### config.mk
export PLATFORM = sky130hd
export DESIGN_NAME = tcu
export DESIGN_NICKNAME = d
export VERILOG_FILES = /design/src/rtl/tcu.sv
export SDC_FILE = /design/constraint.sdc
export NUM_CORES = 1
export LEC_CHECK = 0
export CAP_MARGIN = 20
export CORE_UTILIZATION = 54
export CTS_BUF_LIST = sky130_fd_sc_hd__clkbuf_16
export DETAILED_ROUTE_END_ITERATION = 7
export MAX_ROUTING_LAYER = met4
export PLACE_DENSITY = 0.92
export SYNTH_ARGS = -nofsm -noshare
export SYNTH_HDL_FRONTEND = slang
export SYNTH_SLANG_ARGS = --single-unit
### constraint.sdc
create_clock -name clk -period 3.5 [get_ports clk]
set_input_delay 0.35 -clock clk [delete_from_list [all_inputs] [get_ports clk]]
set_output_delay 0.35 -clock clk [all_outputs]
set_load 0.005 [all_outputs]
### src/rtl/tcu.sv
// Transmit control unit: sequences SYNC, PID, optional data bytes and EOP for one packet
// on a byte-oriented shift datapath.
module tcu (
  input  logic       clk,
  input  logic       n_rst,
  input  logic       tx_start,
  input  logic [3:0] tx_pid,
  input  logic [6:0] buffer_occupancy,
  input  logic [7:0] tx_packet_data,
  input  logic       byte_done,
  input  logic       shift_enable,
  output logic       load_byte,
  output logic [7:0] tx_byte,
  output logic       tx_data_read,
  output logic       send_eop,
  output logic       tx_busy,
  output logic       tx_done,
  output logic       tx_error
);

  typedef enum logic [3:0] {
    IDLE,
    LOAD_SYNC,
    SEND_SYNC,
    LOAD_PID,
    SEND_PID,
    LOAD_DATA,
    SEND_DATA,
    EOP1,
    EOP2,
    EOP_IDLE,
    DONE
  } state_t;

  state_t     state_reg, state_next;
  logic [3:0] pid_q;
  logic [6:0] len_q;
  logic [6:0] cnt_reg;
  logic [7:0] byte_reg;
  logic       error_reg;

  logic       is_data;
  logic       reject;
  logic       accept;

  assign is_data = (tx_pid == 4'b0011) || (tx_pid == 4'b1011);
  assign reject  = (state_reg == IDLE) && tx_start && is_data && (buffer_occupancy > 7'd64);
  assign accept  = (state_reg == IDLE) && tx_start && !reject;

  always_ff @(posedge clk or negedge n_rst) begin
    if (!n_rst) begin
      state_reg <= IDLE;
      pid_q     <= 4'h0;
      len_q     <= 7'd0;
      cnt_reg   <= 7'd0;
      byte_reg  <= 8'h00;
      error_reg <= 1'b0;
    end else begin
      state_reg <= state_next;
      error_reg <= reject;
      if (load_byte) begin
        byte_reg <= tx_byte;
      end
      if (accept) begin
        pid_q   <= tx_pid;
        len_q   <= is_data ? buffer_occupancy : 7'd0;
        cnt_reg <= is_data ? buffer_occupancy : 7'd0;
      end else if (state_reg == LOAD_DATA) begin
        cnt_reg <= cnt_reg - 7'd1;
      end
    end
  end

  // tx_byte shows the byte being loaded in LOAD_* states and holds the last loaded byte otherwise.
  always_comb begin
    state_next   = state_reg;
    load_byte    = 1'b0;
    tx_byte      = byte_reg;
    tx_data_read = 1'b0;
    send_eop     = 1'b0;
    tx_done      = 1'b0;
    case (state_reg)
      IDLE: begin
        if (accept) state_next = LOAD_SYNC;
      end
      LOAD_SYNC: begin
        load_byte  = 1'b1;
        tx_byte    = 8'b1000_0000;
        state_next = SEND_SYNC;
      end
      SEND_SYNC: begin
        if (byte_done) state_next = LOAD_PID;
      end
      LOAD_PID: begin
        load_byte  = 1'b1;
        tx_byte    = {~pid_q, pid_q};
        state_next = SEND_PID;
      end
      SEND_PID: begin
        if (byte_done) state_next = (len_q != 7'd0) ? LOAD_DATA : EOP1;
      end
      LOAD_DATA: begin
        load_byte    = 1'b1;
        tx_data_read = 1'b1;
        tx_byte      = tx_packet_data;
        state_next   = SEND_DATA;
      end
      SEND_DATA: begin
        if (byte_done) state_next = (cnt_reg != 7'd0) ? LOAD_DATA : EOP1;
      end
      EOP1: begin
        send_eop = 1'b1;
        if (shift_enable) state_next = EOP2;
      end
      EOP2: begin
        send_eop = 1'b1;
        if (shift_enable) state_next = EOP_IDLE;
      end
      EOP_IDLE: begin
        if (shift_enable) state_next = DONE;
      end
      DONE: begin
        tx_done    = 1'b1;
        state_next = IDLE;
      end
      default: state_next = IDLE;
    endcase
  end

  assign tx_busy  = (state_reg != IDLE);
  assign tx_error = error_reg;

endmodule

## Word level (Yosys, flattened, before mapping)

Index checks and enable logic that the tools add are counted.

- Flip-flop bits (word level): 31
- Logic and storage cells: 60

- Add/subtract/negate cells: 1
- $lt $le $gt $ge: 1
- Eq/ne operators: 19
- Muxes and demuxes: 18
- Bitwise gates (word level): 1
- Reductions and logical operators: 14

Operators by type and width:

| kind | count |
|---|---|
| $pmux W4 S10 | 1 |
| $mux W4 | 7 |
| $pmux W8 S3 | 1 |
| $mux W7 | 3 |
| $eq A4 B3 Y1 const B | 4 |
| $eq A4 B4 Y1 const B | 4 |
| $ne A2 B2 Y1 const B | 7 |
| $reduce_bool A7 Y1 | 2 |
| $eq A4 B2 Y1 const B | 3 |
| $gt A7 B7 Y1 const B | 1 |
| $reduce_and A7 Y1 | 1 |
| $sub A7 B1 Y7 const B | 1 |
| $eq A4 B1 Y1 const B | 1 |
| $logic_and A1 B1 Y1 | 4 |
| $logic_not A4 Y1 | 1 |
| $mux W1 | 4 |
| $mux W2 | 2 |
| $not A4 Y4 | 1 |
| $reduce_bool A4 Y1 | 1 |
| $reduce_or A3 Y1 | 1 |
| $reduce_bool A2 Y1 | 1 |
| $reduce_or A2 Y1 | 1 |
| $logic_not A1 Y1 | 1 |
| $logic_or A1 B1 Y1 | 1 |

## Depth between registers and ports, before layout

Gate-level depths: netlist of the first run.

- Depth in word-level cells: 8
- Gate-level depth with buffers: 6

## Worst setup path before layout of the first run

No wires, ideal clock.

- Path type: register to output
- Start: register state_reg[0]
- End: output port tx_byte[7]
- Arrival time: 1.467 ns
- Data required time: 3.150 ns
- Path slack: 1.683 ns
- Stages on the path, launching flop included: 6
- Buffers on the path: 1
- Path through: dfrtp_1 -> clkbuf_1 -> nand2_1 -> nor3_1 -> o21ai_0 -> o22a_1

- Cells in the longest elaborated chain, start to end: 2

Ends and longest elaborated chain:

| element | line | source |
|---|---|---|
| from (decl) | 35 | `state_t state_reg, state_next;` |
| from (signal assigned) | 59 | `state_reg <= state_next;` |
| $eq A4 B3 Y1, or another cell as far along | 82 | `case (state_reg)` |
| $pmux W8 S3 * | 82 |  |
| to (decl) | 13 | `output logic [7:0] tx_byte,` |

Mark *: on every way between the ends. The rest lies on a longest branch, timed or not.

## Final worst setup path of the first run

Ends and elaborated chain as after synthesis.

==> key figures, run 1 <==
Detailed routing
  • Drt via density: a little over 6
  • Via count: 1563
  • Number of detailed-routing iterations run before antenna repair: 4
  • Routed WL: 4.438 mm
  • Drc violations: 0
  • Routed len/inst: ~17 um
  • ANT nets after route: 0
  • Detailed router's first-iteration violation count: 117

Placed design
  • Area of placed instances: 0.002101 sq mm
  • Global placer's final weighted congestion: approximately 0.95
  • DP Worst Slack: 982.8 ps
  • Dpl hpwl: 3.079 mm
  • Count of input and output buffers: 37

Logic synthesis
  • Fraction of synthesis flops using an asynchronous set or reset pin: 100.0%
  • Number of flops mapped to enable cells by yosys: 0
  • Synthesized netlist cell count: 178
  • Flip-flop and latch count after synthesis: 31
  • Portion of the post-synthesis area used by sequential elements: 45.06%
  • YS warnings: 0
  • Proportion of synthesized area in mux cells: 6.032%
  • Net count after synthesis: 204
  • Combined area of all synthesized cells: 0.001722 sq mm
  • Adder and majority gate portion of the synthesized area: under 10%
  • Synthesized-area fraction occupied by xor and xnor cells: under 10%
  • Largest family of logic cells by synthesized area: simple AND/OR/NAND/NOR gates
  • Commonest register cell after synthesis: sky130_fd_sc_hd__dfrtp_1
  • Mapped Avg Cell Area: 9.672 sq um
  • Basic-gate share of the synthesized area counting and, or, nand and nor cells: between 20% and 30%
  • Synthesized-area fraction occupied by ao, oa, aoi and oai cells: 17.51%
  • Synth unique cells: 50

Layout
  • Share of final-layout standard cells stronger than drive strength 1: 7.009%
  • Area delta synth->final: 30.01%
  • Flip-flop count of the largest register, all copies and words added: 8
  • Ant diodes: 0
  • Most frequent standard cell in the layout excluding fill and tap cells: sky130_fd_sc_hd__clkdlybuf4s50_1
  • Final std cell area, no fill: 0.002238 sq mm
  • Fraction of the core area covered by cells at the end of the flow: 73.93%
  • Final-layout fill cell count: 219
  • Commonest non-fill, non-tap cells in the layout: sky130_fd_sc_hd__clkdlybuf4s50_1, sky130_fd_sc_hd__dfrtp_1, sky130_fd_sc_hd__nand2_1
  • Total number of nets in the final design: 239

Power and ir drop
  • Clock Power Share: 20.1%
  • P_sw: 0.0007493 W
  • Switch share: 37.20%
  • Fraction of power consumed by sequential logic: 34.8%
  • Total power divided by cell area: between 800 and 900 mW/mm^2
  • Leakage: approximately 0.99 nW
  • Max rail drop VDD: 491.9 uV
  • Combinational group share of total power: a little under half
  • Internal cell power: 0.001265 W

Global route
  • Wire length of the first global-routing pass: 7.155 mm
  • Met1 track demand over resource: 33.48%
  • Tot GR Track Use: 29.50%
  • Residual overflow from global routing: 0
  • GRT met2 Usage: 48.93%
  • M3 GR Usage: under 10%
  • Vias in the first global route: 1547
  • Initial antenna violation count: 0
  • Layer carrying the most global-route usage: met2
  • Largest net degree at the start of global routing: 32

Clocking
  • Clock net sink count: 31
  • CTS buffer count: 5
  • CTS root buf: sky130_fd_sc_hd__clkbuf_16
  • Max H-tree Level: 2
  • Post-cts repair resize count: 0
  • Count of hold buffers inserted by post-cts repair: 0
  • CTS tree: built
  • Clock Latency Late Sink: 280 ps
  • Maximum buffer depth of the clock tree: 2
  • Clock slew at the register clock pins of the worst setup and hold paths: 50 ps
  • Number of buffers added for setup after CTS: 0

Floorplan
  • Initial Util: a little under three fifths
  • Height of the die: 58.47 um
  • Die width: between 50 and 60 um
  • Floorplan die area: 0.003418 sq mm
  • Ports placed on the boundary: 38
  • Rows: 20
  • Core area: approximately 0.0030 sq mm

Flow run
  • MaxCap Viol Count: 0

Setup path
  • Kind of capture point of the worst setup path: output port
  • Worst Setup Start Kind: register
  • Cell-by-cell listing of the critical path: and4bb_2 > nand2_1 > o21ai_0 > o22a_1 > clkdlybuf4s50_1
  • CP peak stage delay: 650 ps
  • Critical path start-end classification: register to output port
  • Critical-path maximum fanout: 22
  • Sum of buffers and inverters on the critical path: 1
  • Delay-heaviest family, CP: simple AND/OR/NAND/NOR gates
  • Highest-delay cell along the critical path: sky130_fd_sc_hd__dfrtp_1
  • Data arrival at the endpoint of the critical path: between 2000 and 2500 ps
  • Required time at the worst-slack endpoint: 3150 ps

Timing
  • Setup repair after global routing missed its margin: no
  • Clock skew after layout: between 6 and 7 ps
  • Slew Viols, Final: 0
  • Transition time at the pin with the least slew margin: 620.3 ps
  • Total setup violations reported at the end of the flow: 0
  • Total negative slack for setup checks: 0 ps
  • Final period utilization: 79.00%
  • Worst rel slew slack: 58.64%
  • Worst hold slack after final layout: between 400 and 500 ps
  • Fin worst setup slack: 734.9 ps
  • Min Clock Period, post-route: 2765 ps
  • F_max: 0.3617 GHz
  • Hold Vio Cnt, Final: 0

Outcome
  • Result of the run: complete, no violations

Hold path
  • Hold WC Path Type: input port to async pin
-- stage by stage --
step / total power [W] / instances
3_3_place_gp: 0.001531 / 250
3_5_place_dp: 0.001590 / 250
2_1_floorplan: 0.001237 / 178
6_report: 0.002014 / 258
4_1_cts: 0.002010 / 258
5_1_grt: 0.002137 / 258
-- kinds of logic (layout without fill, tap and decap cells) --
group,Yosys count,count (layout)
simple gates,74,74
flops,31,31
buf+inv,14,50
fa+ha+maj,2,2
xor+xnor,5,5
compound gates,43,43
mux,9,9
-- worst register-to-register path, cell delays in order (launching register included) --
cell,delay [ps]
sky130_fd_sc_hd__dfrtp_1,550
sky130_fd_sc_hd__nor4_4,500
sky130_fd_sc_hd__nand2_2,190
sky130_fd_sc_hd__or2_1,500
sky130_fd_sc_hd__mux2_4,390
-- synthesized netlist by cell type, types with 2 or more instances --
| cell type | n | area (sq um) |
|---|---|---|
| sky130_fd_sc_hd__o22a_1 | 2 | 17.52 |
| sky130_fd_sc_hd__nor3_1 | 4 | 20.02 |
| sky130_fd_sc_hd__buf_6 | 2 | 22.52 |
| sky130_fd_sc_hd__a21oi_1 | 3 | 15.01 |
| sky130_fd_sc_hd__or4_1 | 3 | 22.52 |
| sky130_fd_sc_hd__clkbuf_1 | 7 | 26.28 |
| sky130_fd_sc_hd__and3b_1 | 2 | 17.52 |
| sky130_fd_sc_hd__mux2_2 | 2 | 22.52 |
| sky130_fd_sc_hd__a21o_1 | 3 | 22.52 |
| sky130_fd_sc_hd__nor4_1 | 3 | 18.77 |
| sky130_fd_sc_hd__nor2b_1 | 3 | 18.77 |
| sky130_fd_sc_hd__a22oi_1 | 4 | 30.03 |
| sky130_fd_sc_hd__o211ai_1 | 2 | 15.01 |
| sky130_fd_sc_hd__ha_1 | 2 | 25.02 |
| sky130_fd_sc_hd__xor2_1 | 4 | 35.03 |
| sky130_fd_sc_hd__dfrtp_1 | 31 | 775.7 |
| sky130_fd_sc_hd__nand3_1 | 3 | 15.01 |
| sky130_fd_sc_hd__o21ai_0 | 9 | 45.04 |
| sky130_fd_sc_hd__mux2_4 | 2 | 30.03 |
| sky130_fd_sc_hd__inv_1 | 4 | 15.01 |
| sky130_fd_sc_hd__nor2_1 | 13 | 48.80 |
| sky130_fd_sc_hd__nand4b_1 | 3 | 26.28 |
| sky130_fd_sc_hd__mux2i_1 | 4 | 40.04 |
| sky130_fd_sc_hd__nand2_1 | 26 | 97.59 |
| sky130_fd_sc_hd__o21ai_1 | 6 | 30.03 |
| sky130_fd_sc_hd__a221o_1 | 6 | 60.06 |
| sky130_fd_sc_hd__nand3b_1 | 2 | 15.01 |
-- path summary, 6_finish.rpt --
| path | from | to | slack (ps) | cells past startpoint |
|---|---|---|---|---|
| max in group asynchronous | n_rst | cnt_reg[1] | 2740 | 2 |
| worst max-delay path | state_reg[0] | tx_byte[7] | 730 | 5 |
| worst max register to register | state_reg[0] | pid_q[2] | 1260 | 4 |
| min in group clk | len_q[1] | len_q[1] | 510 | 1 |
| worst min register to register | len_q[1] | len_q[1] | 510 | 1 |
| worst min-delay path | n_rst | pid_q[2] | 470 | 2 |
-- power groups by stage --
stage / Sequential, W / Combinational [W] / Clock (W)
after floorplan: 0.000605 / 0.000632 / 0
after global placement: 0.000675 / 0.000856 / 0
after detailed placement: 0.000693 / 0.000897 / 0
after CTS: 0.000693 / 0.000910 / 0.000408
after global routing: 0.000715 / 0.00100 / 0.000422
final: 0.000700 / 0.000909 / 0.000405
-- per-layer routing --
layer  wire length, um  vias up  share of wire [%]
met1              1809      756                 41
li1                  -      728                  -
met3               227       13                5.1
met5                 0        -                  0
met2              2283       66                 51
met4               117        0                2.6
-- final cells by class --
class / instances / area [sq um] / share of cell area [%]
Clock inverter: 3 / 12.51 / 0.5590
Clock buffer: 5 / 125.1 / 5.590
Timing Repair Buffer: 38 / 377.9 / 16.88
Multi-Input combinational cell: 133 / 877.1 / 39.18
Inverter: 4 / 15.01 / 0.6708
Tap cell: 44 / 55.05 / 2.459
Sequential cell: 31 / 775.7 / 34.66
Power figures use the tool's default switching activity.
==> inputs of run 2 (changes only) <==
Settings changed: CORE_UTILIZATION 54 to 45, PLACE_DENSITY 0.92 to 0.82.
Clock period 3.5 ns to 2.45 ns, I/O delays scaled along.
==> run 2 against run 1 <==
  * Clock power grew 39%
  * Via count shrank 4.2%
  * Worst hold slack lost 110 ps
  * Largest cell class unchanged
  * Highest routed layer unchanged
==> key figures, run 2 (synthesis gave the netlist of run 1 again) <==
Outcome
  • Result of the run: complete, no violations

Layout
  • Final std cell area, no fill: 0.002330 sq mm (+4.1%)
  • Ant diodes: 0 (unchanged)
  • Fraction of the core area covered by cells at the end of the flow: 63.64% (-10 points)
  • Area delta synth->final: 35.32%
  • Flip-flop count of the largest register, all copies and words added: 8 (unchanged)
  • Total number of nets in the final design: 248 (+3.8%)
  • Commonest non-fill, non-tap cells in the layout: sky130_fd_sc_hd__clkdlybuf4s50_1, sky130_fd_sc_hd__dfrtp_1, sky130_fd_sc_hd__nand2_1
  • Most frequent standard cell in the layout excluding fill and tap cells: sky130_fd_sc_hd__clkdlybuf4s50_1
  • Share of final-layout standard cells stronger than drive strength 1: 13.06% (+6.1 points)

Global route
  • Largest net degree at the start of global routing: 32 (unchanged)
  • Wire length of the first global-routing pass: 6.879 mm (-3.9%)
  • Initial antenna violation count: 0 (unchanged)
  • Vias in the first global route: 1429 (-7.6%)
  • Residual overflow from global routing: 0 (unchanged)
  • Tot GR Track Use: 23.13% (-6.4 points)

Power and ir drop
  • P_sw: 0.001056 W (+41%)
  • Switch share: 35.72% (-1.5 points)
  • Fraction of power consumed by sequential logic: 30.8% (-4.0 points)
  • Total power divided by cell area: 1269 mW/mm^2 (+41%)
  • Internal cell power: 0.001900 W (+50%)
  • Combinational group share of total power: 50.2% (+5.1 points)
  • Max rail drop VDD: 497.8 uV (+1.2%)
  • Clock Power Share: 19.1% (-1.0 points)
  • Leakage: 1.025 nW (+3.8%)

Setup path
  • Critical path start-end classification: register to output port
  • Required time at the worst-slack endpoint: 2200 ps (-950 ps)
  • Data arrival at the endpoint of the critical path: 2110 ps (-310 ps)
  • Critical-path maximum fanout: 12 (-45%)
  • Worst setup startpoint: state_reg[1]
  • Reg2Reg Launch Point: state_reg[0]
  • Worst Setup Start Kind: register
  • Kind of capture point of the worst setup path: output port

Placed design
  • Area of placed instances: 0.002166 sq mm (+3.1%)
  • Dpl hpwl: 2.896 mm (-6.0%)
  • Count of input and output buffers: 37 (unchanged)
  • Global placer's final weighted congestion: 0.8416 (-12%)

Detailed routing
  • Routed WL: 4.091 mm (-7.8%)
  • Routed len/inst: 15.15 um (-12%)
  • Number of detailed-routing iterations run before antenna repair: 4 (unchanged)
  • Drt via density: 5.544 (-8.5%)
  • Via count: 1497 (-4.2%)
  • ANT nets after route: 0 (unchanged)
  • Drc violations: 0 (unchanged)
  • Detailed router's first-iteration violation count: 53 (-55%)

Timing
  • F_max: 0.4245 GHz
  • Setup repair after global routing missed its margin: yes
  • Transition time at the pin with the least slew margin: 509.1 ps (-111.3 ps)
  • Worst rel slew slack: 65.75% (+7.1 points)
  • Hold Vio Cnt, Final: 0 (unchanged)
  • Total negative slack for setup checks: 0 ps (unchanged)
  • Total setup violations reported at the end of the flow: 0 (unchanged)
  • Clock skew after layout: 4.285 ps (-2.164 ps)
  • Slew Viols, Final: 0 (unchanged)
  • Final period utilization: 96.15%
  • Min Clock Period, post-route: 2356 ps

Clocking
  • Clock Latency Late Sink: 270 ps (about the same)
  • Clock net sink count: 31 (unchanged)
  • CTS tree: built
  • Clock slew at the register clock pins of the worst setup and hold paths: 50 ps (about the same)
  • CTS root buf: sky130_fd_sc_hd__clkbuf_16
  • Maximum buffer depth of the clock tree: 2 (unchanged)
  • CTS buffer count: 5 (unchanged)
  • Max H-tree Level: 2 (unchanged)

Floorplan
  • Ports placed on the boundary: 38 (unchanged)
  • Core area: 0.003661 sq mm (+21%)
  • Height of the die: 63.86 um (+9.2%)
  • Initial Util: 47.03% (-9.8 points)
  • Rows: 22 (+10%)
  • Die width: 63.86 um (+9.2%)
  • Floorplan die area: 0.004077 sq mm (+19%)

Hold path
  • Hold WC Path Type: input port to async pin

Flow run
  • MaxCap Viol Count: 0 (unchanged)
[run 2: changes by cell type in the layout (fill, tap and decap cells not counted), moves of 2 or more]
cell                     delta
sky130_fd_sc_hd__buf_4      +8
sky130_fd_sc_hd__nor2_1     -4
sky130_fd_sc_hd__nor2_2     +4
sky130_fd_sc_hd__inv_1      -2
[run 2: timing repair]
item,4_1_cts,5_1_grt
hold buffers,0,0
endpoints found under the setup margin,1,8
buffers inserted,0,1
gates resized for setup,1,6
pin swaps,0,1
cloned,0,0
[run 2: power groups by stage]
stage          Clock, W  Combinational (W)  Sequential [W]
6_report       0.000564            0.00148        0.000909
5_1_grt        0.000596            0.00163        0.000943
4_1_cts        0.000576            0.00144        0.000900
3_5_place_dp          0            0.00143        0.000901
3_3_place_gp          0            0.00139        0.000887
2_1_floorplan         0           0.000902        0.000864
[run 2: worst max-delay path, stage by stage, from the launching register on]
cell and delay (ps):
sky130_fd_sc_hd__dfrtp_1 420, sky130_fd_sc_hd__buf_6 160, sky130_fd_sc_hd__nand2_1 90, sky130_fd_sc_hd__or3_4 390, sky130_fd_sc_hd__nor2_2 150, sky130_fd_sc_hd__a221o_1 130
sky130_fd_sc_hd__clkdlybuf4s50_1 500
[run 2: worst paths after layout]
kind	slack (ps)	cells past startpoint	to
setup / recovery	90	6	tx_byte[5]
hold / removal	370	2	state_reg[3]
setup reg to reg	480	6	len_q[1]
hold reg to reg	510	2	byte_reg[2]
max in group asynchronous	1800	2	state_reg[0]
min in group clk	510	2	byte_reg[2]
[run 2: per-stage QoR]
step / worst slack (ps) / power (W) / std cells / hold slack (ps)
after global placement: 374.6 / 0.002281 / 262 / 491.3
after global routing: -42.38 / 0.003169 / 270 / 415.1
after detailed placement: 309.4 / 0.002329 / 262 / 494.1
final: 94.31 / 0.002957 / 270 / 365.8
after floorplan: 732.7 / 0.001767 / 178 / -50.59
after CTS: 0.9956 / 0.002919 / 269 / 381.5
[run 2: cell type report]
type / count / area (sq um)
clock buffer: 5 / 125.1
clock inverter: 2 / 8.758
fill: 300 / 1331
inverter: 4 / 15.01
multi-input combinational: 133 / 895.9
sequential: 31 / 775.7
tap: 48 / 60.06
timing repair buffer: 47 / 449.2
[run 2: metal layers]
metal | share of wire (%) | GRT usage (%)
met1 | 44 | 27.68
met2 | 50 | 38.16
met3 | 4.2 | 6.071
met4 | 1.0 | 6.818
met5 | 0 | -
==> inputs of run 3 (changes only) <==
Settings changed: RECOVER_POWER set to 100, SLEW_MARGIN set to 20.
==> run 3 against run 2 <==
  * The flow now finishes with violations (max-capacitance violations, max-slew violations)
  * Sequential share of layout area up 0.054 points
  * Non-clock buffer count unchanged
  * Sequential cell count unchanged
  * Sequential power about the same
  * Count of clock-buffer cells in the layout unchanged
  * Critical path type unchanged
  * Highest routed layer unchanged
==> key figures, run 3 (synthesis gave the netlist of run 1 again) <==
Detailed routing
  • Via count: 1504 (+0.47%)
  • Detailed router's first-iteration violation count: 53 (unchanged)
  • Routed WL: 4.095 mm (about the same)
  • ANT nets after route: 0 (unchanged)
  • Number of detailed-routing iterations run before antenna repair: 4 (unchanged)
  • Drc violations: 0 (unchanged)
  • Drt via density: 5.570 (+0.47%)
  • Routed len/inst: 15.17 um (about the same)

Timing
  • Worst hold slack after final layout: 509.2 ps (+143.4 ps)
  • Min Clock Period, post-route: 2356 ps (+0.4712 ps)
  • Total setup violations reported at the end of the flow: 0 (unchanged)
  • Setup repair after global routing missed its margin: yes
  • Transition time at the pin with the least slew margin: 1646 ps (+1137 ps)
  • Fin worst setup slack: 93.84 ps (-0.4712 ps)
  • Slew Viols, Final: 32 (+32)
  • Hold Vio Cnt, Final: 0 (unchanged)
  • Clock skew after layout: 4.234 ps (-0.05112 ps)
  • Final period utilization: 96.17% (about the same)
  • Worst rel slew slack: -9.756% (-76 points)
  • F_max: 0.4244 GHz (about the same)

Floorplan
  • Core area: 0.003661 sq mm (unchanged)
  • Rows: 22 (unchanged)
  • Die width: 63.86 um (unchanged)
  • Ports placed on the boundary: 38 (unchanged)
  • Initial Util: 47.03% (unchanged)
  • Floorplan die area: 0.004077 sq mm (unchanged)
  • Height of the die: 63.86 um (unchanged)

Clocking
  • CTS tree: built
  • Count of hold buffers inserted by post-cts repair: 0 (unchanged)
  • CTS buffer count: 5 (unchanged)
  • Maximum buffer depth of the clock tree: 2 (unchanged)
  • Clock slew at the register clock pins of the worst setup and hold paths: 50 ps (about the same)
  • Max H-tree Level: 2 (unchanged)
  • Clock net sink count: 31 (unchanged)
  • Clock Latency Late Sink: 270 ps (about the same)
  • CTS root buf: sky130_fd_sc_hd__clkbuf_16

Placed design
  • Dpl hpwl: 2.896 mm (unchanged)
  • DP Worst Slack: 309.4 ps (unchanged)
  • Global placer's final weighted congestion: 0.8416 (unchanged)
  • Dpl cells: 262 (unchanged)
  • Count of input and output buffers: 37 (unchanged)
  • Area of placed instances: 0.002166 sq mm (unchanged)

Flow run
  • MaxCap Viol Count: 1 (+1)

Layout
  • Commonest non-fill, non-tap cells in the layout: sky130_fd_sc_hd__clkdlybuf4s50_1, sky130_fd_sc_hd__dfrtp_1, sky130_fd_sc_hd__nand2_1
  • Flip-flop count of the largest register, all copies and words added: 8 (unchanged)
  • Most frequent standard cell in the layout excluding fill and tap cells: sky130_fd_sc_hd__clkdlybuf4s50_1
  • Non-filler cells, final: 270 (unchanged)
  • Final std cell area, no fill: 0.002326 sq mm (-0.16%)
  • Area delta synth->final: 35.10%
  • Total number of nets in the final design: 248 (unchanged)
  • Ant diodes: 0 (unchanged)
  • Share of final-layout standard cells stronger than drive strength 1: 12.61% (-0.45 points)

Power and ir drop
  • P_sw: 0.001057 W (about the same)
  • Max rail drop VDD: 497.7 uV (about the same)
  • Post-layout power: 0.002956 W (about the same)
  • Fraction of power consumed by sequential logic: 30.8% (about the same)
  • Combinational group share of total power: 50.2% (about the same)
  • Clock Power Share: 19.1% (about the same)
  • Switch share: 35.75% (about the same)
  • Total power divided by cell area: 1271 mW/mm^2 (+0.14%)
  • Internal cell power: 0.001899 W (about the same)
  • Leakage: 1.022 nW (-0.33%)

Setup path
  • Reg2reg path depth: 6 (unchanged)
  • Worst setup startpoint: state_reg[1]
  • Worst Setup Start Kind: register
  • Worst setup slack for register-to-register paths: 480 ps (about the same)
  • Capture point of the critical path: tx_byte[5]
  • Critical path start-end classification: register to output port
  • Data arrival at the endpoint of the critical path: 2110 ps (about the same)
  • Endpoint of the most critical register-to-register path: len_q[1]
  • Reg2Reg Launch Point: state_reg[0]
  • Critical-path maximum fanout: 12 (unchanged)
  • Required time at the worst-slack endpoint: 2200 ps (about the same)
  • Kind of capture point of the worst setup path: output port

Global route
  • Vias in the first global route: 1429 (unchanged)
  • Tot GR Track Use: 23.13% (unchanged)
  • Wire length of the first global-routing pass: 6.879 mm (unchanged)
  • Initial antenna violation count: 0 (unchanged)
  • Largest net degree at the start of global routing: 32 (unchanged)
  • Residual overflow from global routing: 0 (unchanged)

Outcome
  • Result of the run: finished with violations
  • Failing checks: max-capacitance violations, max-slew violations

Hold path
  • Hold WC Path Type: register to register
-- run 3: changes by cell type in the layout (fill, tap and decap cells not counted) --
| cell | previous run | this run |
|---|---|---|
| sky130_fd_sc_hd__clkbuf_1 | 0 | 1 |
| sky130_fd_sc_hd__clkdlybuf4s50_1 | 37 | 36 |
| sky130_fd_sc_hd__dlygate4sd3_1 | 0 | 1 |
| sky130_fd_sc_hd__buf_4 | 9 | 8 |
-- run 3: worst min path at each step --
| stage | startpoint | endpoint | slack, ps | cells past startpoint |
|---|---|---|---|---|
| after global routing | byte_reg[2] | byte_reg[2] | 530 | 2 |
| after CTS | n_rst | byte_reg[7] | 380 | 2 |
| after global placement | len_q[6] | len_q[6] | 490 | 1 |
| final | byte_reg[2] | byte_reg[2] | 510 | 2 |
| after detailed placement | len_q[6] | len_q[6] | 490 | 1 |
| after floorplan | n_rst | byte_reg[0] | -50 | 0 |
-- run 3: worst max-delay path: stages (launching register included) --
cell	delay (ps)
sky130_fd_sc_hd__dfrtp_1	420
sky130_fd_sc_hd__buf_6	160
sky130_fd_sc_hd__nand2_1	90
sky130_fd_sc_hd__or3_4	390
sky130_fd_sc_hd__nor2_2	150
sky130_fd_sc_hd__a221o_1	130
sky130_fd_sc_hd__clkdlybuf4s50_1	500
-- run 3: routing by layer --
metal  routed length (um)  global-route usage, %  vias up
met5                    0                      -        -
met4                   42                  6.818        0
met3                  182                  6.071        5
met2                 2067                  38.16       39
met1                 1803                  27.68      717
li1                     -                      -      743
-- run 3: per-stage QoR --
stage                     utilization, %  setup TNS (ps)
after floorplan                        -               0
after global placement             59.16               0
after detailed placement           59.16               0
after CTS                          62.88               0
after global routing               63.53          -42.38
final                              63.53               0
-- run 3: repair_timing --
action,4_1_cts,5_1_grt
resized for setup,1,6
setup endpoints to repair,1,8
pin swaps,0,1
setup buffers,0,1
hold endpoints to repair,0,0
-- run 3: area by class of cell --
| cell class | instances | area, sq um |
|---|---|---|
| clock buffers | 5 | 125.1 |
| repair buffers | 47 | 445.4 |
| fillers | 302 | 1335 |
| inverters | 4 | 15.01 |
| clock inverters | 2 | 8.758 |
| flip-flops and latches | 31 | 775.7 |
| well taps | 48 | 60.06 |
| multi-input cells | 133 | 895.9 |
-- run 3: power groups by stage --
stage / Combinational [W] / Sequential [W] / Clock (W)
floorplan: 0.000902 / 0.000864 / 0
global placement: 0.00139 / 0.000887 / 0
detailed placement: 0.00143 / 0.000901 / 0
CTS: 0.00144 / 0.000900 / 0.000576
global route: 0.00163 / 0.000943 / 0.000596
finish: 0.00148 / 0.000909 / 0.000564
